<file path="config.mk">
export PLATFORM = sky130hd
export DESIGN_NAME = pe_config_loader_flat
export DESIGN_NICKNAME = d
export VERILOG_FILES = /design/src/rtl/pe_config_loader_if.sv /design/src/rtl/pe_config_loader.sv /design/src/flat_wrapper.sv
export SDC_FILE = /design/constraint.sdc
export NUM_CORES = 1
export LEC_CHECK = 0
export CAP_MARGIN = 20
export CELL_PAD_IN_SITES_DETAIL_PLACEMENT = 1
export CELL_PAD_IN_SITES_GLOBAL_PLACEMENT = 1
export CORE_ASPECT_RATIO = 1.4
export CORE_MARGIN = 3
export CORE_UTILIZATION = 35
export DETAILED_ROUTE_END_ITERATION = 6
export PLACE_DENSITY = 0.72
export SYNTH_ARGS = -nofsm -noshare
export SYNTH_HDL_FRONTEND = slang
export SYNTH_SLANG_ARGS = --single-unit
</file>
<file path="constraint.sdc">
create_clock -name clk -period 1.86 [get_ports clk]
set_input_delay 0.558 -clock clk [delete_from_list [all_inputs] [get_ports clk]]
set_output_delay 0.558 -clock clk [all_outputs]
set_load 0.1 [all_outputs]
</file>
<file path="src/rtl/pe_config_loader_if.sv">
// pe_config_loader_if: host instruction stream (valid/ready) feeding the
// PE configuration loader. The host drives through "master"; the loader
// receives through "slave".
interface pe_config_loader_if #(
    parameter int PE_INST_W = 28
);
    logic [PE_INST_W-1:0] s_inst_data;
    logic                 s_inst_valid;
    logic                 s_inst_ready;

    modport master (
        output s_inst_data,
        output s_inst_valid,
        input  s_inst_ready
    );

    modport slave (
        input  s_inst_data,
        input  s_inst_valid,
        output s_inst_ready
    );
endinterface

</file>
<file path="src/rtl/pe_config_loader.sv">
// pe_config_loader: transmit side of the PE configuration interface.
// For each accepted start it resets the PE for one cycle, streams inst_len
// host words into the PE buffer with init, then holds run high for run_len
// cycles and pulses done. The PE's own counters only clear on reset, which
// is why every load is preceded by a pe_rst pulse.
// Optional feature: define LOADER_ABORT_EN to add an abort input that
// cancels a sequence in CLR/LOAD/RUN (pe_rst + err pulse, back to IDLE).
module pe_config_loader #(
    parameter int PE_INST_W = 28,
    parameter int DEPTH     = 16,
    parameter int CNT_W     = 5
) (
    input  logic                 clk,
    input  logic                 rst,
    input  logic                 start,
`ifdef LOADER_ABORT_EN
    input  logic                 abort,
`endif
    input  logic [CNT_W-1:0]     inst_len,
    input  logic [CNT_W-1:0]     run_len,
    pe_config_loader_if.slave    inst,
    output logic                 pe_rst,
    output logic [PE_INST_W-1:0] PE_inst,
    output logic                 init,
    output logic                 run,
    output logic                 busy,
    output logic                 done,
    output logic                 err
);

    typedef enum logic [2:0] {
        IDLE,
        CLR,
        LOAD,
        RUN,
        FIN
    } state_t;

    localparam logic [CNT_W-1:0] DEPTH_C = CNT_W'(DEPTH);
    localparam logic [CNT_W-1:0] ONE_C   = CNT_W'(1);

    state_t               state;
    state_t               state_d;
    logic [CNT_W-1:0]     inst_len_q;
    logic [CNT_W-1:0]     inst_len_d;
    logic [CNT_W-1:0]     run_len_q;
    logic [CNT_W-1:0]     run_len_d;
    logic [CNT_W-1:0]     load_cnt;
    logic [CNT_W-1:0]     load_cnt_d;
    logic [CNT_W-1:0]     load_cnt_inc;
    logic [CNT_W-1:0]     run_cnt;
    logic [CNT_W-1:0]     run_cnt_d;
    logic [CNT_W-1:0]     run_cnt_inc;
    logic [PE_INST_W-1:0] word_d;
    logic                 init_d;
    logic                 run_d;
    logic                 done_d;
    logic                 err_d;
    logic                 pe_rst_d;
    logic                 busy_d;
    logic                 len_ok;
    logic                 hs;

    // A request is legal when 1 <= inst_len <= DEPTH and 1 <= run_len <= inst_len.
    assign len_ok = (inst_len != '0) && (inst_len <= DEPTH_C) &&
                    (run_len != '0) && (run_len <= inst_len);

    // Ready is the only combinational output: asserted for the whole of LOAD.
    assign inst.s_inst_ready = (state == LOAD);
    assign hs                = inst.s_inst_valid && inst.s_inst_ready;
    assign load_cnt_inc      = load_cnt + ONE_C;
    assign run_cnt_inc       = run_cnt + ONE_C;

    // Next-state and next-output decode; all PE strobes are registered from here.
    always_comb begin
        state_d    = state;
        inst_len_d = inst_len_q;
        run_len_d  = run_len_q;
        load_cnt_d = load_cnt;
        run_cnt_d  = run_cnt;
        word_d     = PE_inst;
        init_d     = 1'b0;
        run_d      = 1'b0;
        done_d     = 1'b0;
        err_d      = 1'b0;
        pe_rst_d   = 1'b0;

        case (state)
            IDLE: begin
                if (start) begin
                    if (len_ok) begin
                        inst_len_d = inst_len;
                        run_len_d  = run_len;
                        pe_rst_d   = 1'b1;
                        state_d    = CLR;
                    end else begin
                        err_d = 1'b1;
                    end
                end
            end
            CLR: begin
                load_cnt_d = '0;
                state_d    = LOAD;
            end
            LOAD: begin
                if (hs) begin
                    word_d     = inst.s_inst_data;
                    init_d     = 1'b1;
                    load_cnt_d = load_cnt_inc;
                    // Entering RUN on the last handshake lets the first run
                    // strobe follow the last init with no gap cycle.
                    if (load_cnt_inc == inst_len_q) begin
                        run_cnt_d = '0;
                        state_d   = RUN;
                    end
                end
            end
            RUN: begin
                run_d     = 1'b1;
                run_cnt_d = run_cnt_inc;
                if (run_cnt_inc == run_len_q) begin
                    state_d = FIN;
                end
            end
            FIN: begin
                done_d  = 1'b1;
                state_d = IDLE;
            end
            default: begin
                state_d = IDLE;
            end
        endcase

`ifdef LOADER_ABORT_EN
        // Abort overrides whatever the active state decided this cycle.
        if (abort && (state inside {CLR, LOAD, RUN})) begin
            state_d  = IDLE;
            word_d   = PE_inst;
            init_d   = 1'b0;
            run_d    = 1'b0;
            done_d   = 1'b0;
            err_d    = 1'b1;
            pe_rst_d = 1'b1;
        end
`endif

        busy_d = (state_d != IDLE);
    end

    // State, latched lengths and counters.
    always_ff @(posedge clk or negedge rst) begin
        if (!rst) begin
            state      <= IDLE;
            inst_len_q <= '0;
            run_len_q  <= '0;
            load_cnt   <= '0;
            run_cnt    <= '0;
        end else begin
            state      <= state_d;
            inst_len_q <= inst_len_d;
            run_len_q  <= run_len_d;
            load_cnt   <= load_cnt_d;
            run_cnt    <= run_cnt_d;
        end
    end

    // Registered PE-facing outputs; pe_rst is held high while the loader is in reset.
    always_ff @(posedge clk or negedge rst) begin
        if (!rst) begin
            PE_inst <= '0;
            init    <= 1'b0;
            run     <= 1'b0;
            busy    <= 1'b0;
            done    <= 1'b0;
            err     <= 1'b0;
            pe_rst  <= 1'b1;
        end else begin
            PE_inst <= word_d;
            init    <= init_d;
            run     <= run_d;
            busy    <= busy_d;
            done    <= done_d;
            err     <= err_d;
            pe_rst  <= pe_rst_d;
        end
    end

    // The PE must never see a buffer write and an execute in the same cycle.
    assert property (@(posedge clk) disable iff (!rst) !(init && run));

    // done and err report different outcomes and never coincide.
    assert property (@(posedge clk) disable iff (!rst) !(done && err));

endmodule

</file>
<file path="src/flat_wrapper.sv">
// flat-port wrapper written by rule: the top's interface ports become plain ports
module pe_config_loader_flat 
#(
    parameter int PE_INST_W = 28,
    parameter int DEPTH     = 16,
    parameter int CNT_W     = 5
)
  (clk, rst, start, inst_len, run_len, pe_rst, PE_inst, init, run, busy, done, err, inst_s_inst_data, inst_s_inst_valid, inst_s_inst_ready);
  pe_config_loader_if #(.PE_INST_W(PE_INST_W)) inst_i ();
  input  logic clk;
  input  logic rst;
  input  logic start;
  input  logic [CNT_W-1:0] inst_len;
  input  logic [CNT_W-1:0] run_len;
  output logic pe_rst;
  output logic [PE_INST_W-1:0] PE_inst;
  output logic init;
  output logic run;
  output logic busy;
  output logic done;
  output logic err;
  input wire logic [$bits(inst_i.s_inst_data)-1:0] inst_s_inst_data;
  input wire logic [$bits(inst_i.s_inst_valid)-1:0] inst_s_inst_valid;
  output wire logic [$bits(inst_i.s_inst_ready)-1:0] inst_s_inst_ready;
  assign inst_i.s_inst_data = inst_s_inst_data;
  assign inst_i.s_inst_valid = inst_s_inst_valid;
  assign inst_s_inst_ready = inst_i.s_inst_ready;
  pe_config_loader #(.PE_INST_W(PE_INST_W), .DEPTH(DEPTH), .CNT_W(CNT_W)) u_core (.clk(clk), .rst(rst), .start(start), .inst_len(inst_len), .run_len(run_len), .inst(inst_i), .pe_rst(pe_rst), .PE_inst(PE_inst), .init(init), .run(run), .busy(busy), .done(done), .err(err));
endmodule
</file>
==> results.json <==
{
  "dp_hpwl_um": 4940,
  "critPathSlowestCell": "dfrtp_2",
  "first_pass_iters": 4,
  "synth_cell_types": 38,
  "insertedDiodeCount": 0,
  "max_clock_freq_mhz": 548,
  "antenna_found_initial": 0,
  "clk_latency_ns": 0.34,
  "max_stage_delay_ns": 0.47,
  "synth_edf_count": 0,
  "rsz0062_at_grt": "yes",
  "netlist_instances": 189,
  "io_pins": 77,
  "fillers": 697,
  "tritoncts": "yes",
  "fin_tns_setup_ns": 0,
  "areaGrowthSynthToFinish_pct": 68.6,
  "ctsLongestPathBuffers": 2,
  "place_congestion": 0.722,
  "rows": 36,
  "fin_skew_ns": 0.00850,
  "via_per_inst": 4.79,
  "synth_compound_area_frac": 0.0515,
  "synthArstFlopShare": 1.00,
  "cp-end-kind": "output port",
  "post-synth-top-count-cell": "dfrtp_1",
  "syn_area_mm2": 0.00255,
  "yosys.area_share.simple": 0.0761,
  "min_period_ns": 1.82,
  "maxSlewViolCount": 0,
  "min_path_type": "input pin to asynchronous set/reset pin",
  "tightest_slew_ns": 0.469,
  "clock_sinks": 57,
  "avgRoutedWirePerCell_um": 16.9,
  "path_cells": "nor3b_4, buf_12",
  "cts_max_level": 3,
  "synthAdderAreaFrac": 0.0344,
  "relSlewSlack": 0.687,
  "synth_xor_area_frac": 0.0677,
  "dieArea_mm2": 0.00836,
  "grt_max_degree": 29,
  "finalSetupViolCount": 0,
  "die_x_um": 78.1,
  "drtAntennaViolNets": 0,
  "yosys-top-cells-area": "dfrtp_1 (55%), mux2_2 (14%), mux2_4 (4.1%), ha_1 (3.4%), xnor2_1 (3.4%)",
  "min_period_over_period": 0.981,
  "drive_above_1_share": 0.487,
  "status": "completed",
  "ys_ff_latch": 57,
  "ys_seq_area_frac": 0.560,
  "yosys.area.top_type_share": 0.550,
  "hold_violations": 0,
  "start_util": 0.363,
  "synth_mux_area_frac": 0.187,
  "startpoint_type": "flop",
  "hold_ws_ns": 0.171,
  "drc": 0,
  "drtIter0Drc": 71,
  "crit_fanout": 7,
  "grt_pass1_wl_um": 11200,
  "avgSynthCellArea_um2": 13.5,
  "num_vias": 1902,
  "routed_wirelength_um": 6710,
  "port-buffer-count": 76,
  "grt_pass1_vias": 2187,
  "synth_top_family_by_area": "multiplexers",
  "critPathKind": "flop to output port",
  "syn-num-nets": 238,
  "cap_viol_max_count": 0,
  "ys_top_cells_by_count": "dfrtp_1 (56), mux2_2 (31), xnor2_1 (10)",
  "cp.arrival_ns": 1.27,
  "die_y_um": 107,
  "path_clk_slew_ns": 0.06,
  "grt_overflow": 0,
  "synth-main-ff-cell": "dfrtp_1",
  "grt_usage": 0.177,
  "yosys.area.top_type": "dfrtp_1",
  "core_area_mm2": 0.00703,
  "ys_warn_count": 0,
  "cp.required_ns": 1.30,
  "root_buffer": "clkbuf_8",
  "nets": 347,
  "cts_made_buffers": 9
}
==> layer usage <==
metal  global-route usage  vias to the layer above  share of wire
met5                    0                        -              0
met4               0.0775                        0          0.019
met1                0.186                      955           0.37
li1                     -                      889              -
met2                0.329                       46           0.57
met3               0.0429                       12          0.039
==> final timing paths <==
path | from | end | slack (ns) | cells after the start
worst min-delay path | rst | u_core.PE_inst[20] | 0.17 | 1
worst max-delay path | u_core.state[2] | inst_s_inst_ready | 0.04 | 2
worst min register to register | u_core.run_cnt[3] | u_core.run_cnt[3] | 0.54 | 2
min in group clk | inst_len[4] | u_core.inst_len_q[4] | 0.49 | 2
max in group asynchronous | rst | u_core.run_len_q[4] | 1.15 | 2
worst max register to register | u_core.state[0] | u_core.PE_inst[19] | 0.09 | 5
==> state kept, by name, summed over array words and instances (netlist names) <==
register           count
u_core.pe_rst          1
u_core.run_cnt         5
u_core.busy            1
u_core.run             1
u_core.inst_len_q      5
u_core.state           3
u_core.run_len_q       5
u_core.load_cnt        5
u_core.done            1
u_core.PE_inst        28
u_core.init            1
u_core.err             1
==> critical path, delay by kind of cell (launching register included) <==
family / cells / cell delay, ns
flops: 1 / 0.47
simple gates: 1 / 0.25
buf+inv: 1 / 0.21
==> kinds of logic after synthesis <==
| family | after synthesis |
|---|---|
| mux | 40 |
| simple gates | 33 |
| buf+inv | 13 |
| flops | 57 |
| fa+ha+maj | 7 |
| xor+xnor | 18 |
| compound gates | 21 |
==> cells in the final DEF (no fill, tap or decap), drive strengths merged, types with 2 or more instances in the layout <==
cell type      synthesis  final
nand3b                 5      6
dlygate4sd2            0      2
dfrtp                 56     56
xnor2                 10     10
a21oi                  4      4
mux2                  39     39
nor4                   2      2
o21ai                  8      8
buf                    4     66
nor2                   3      3
nand4                  2      2
clkbuf                 1     16
clkdlybuf4s50          0     29
clkinv                 0      2
a22o                   3      3
and2                   2      2
nand2                  8      8
inv                    8      8
ha                     7      7
nand3                  5      5
xor2                   7      7
==> stage by stage <==
step / instance area, µm² / setup WS [ns] / cells / utilization
5_1_grt: 4300 / -0.00718 / 397 / 0.612
3_3_place_gp: 4010 / -0.615 / 377 / 0.571
2_1_floorplan: 2620 / -0.00877 / 189 / -
4_1_cts: 4310 / 0.00507 / 397 / 0.613
3_5_place_dp: 4010 / -0.704 / 377 / 0.571
6_report: 4300 / 0.0351 / 397 / 0.612
==> repair_timing <==
action / in CTS / in global routing
setup endpoints to repair: 46 / 29
cloned: 1 / 0
gates resized for setup: 36 / 16
hold buffers: 0 / 0
buffers inserted: 4 / 0
pin swaps: 11 / 3
==> final cells by class <==
cell class / instances / area (µm²) / share of cell area
Inverter: 8 / 32.5 / 0.00757
Timing Repair Buffer: 102 / 1310 / 0.304
Clock inverter: 3 / 40.0 / 0.00932
Multi-Input combinational cell: 120 / 1210 / 0.282
Clock buffer: 12 / 155 / 0.0361
Tap cell: 95 / 119 / 0.0277
Sequential cell: 57 / 1430 / 0.333
Power is left out: the tool's default activity adds up to more than one toggle a clock period on the data nets, which glitch-free logic cannot reach.
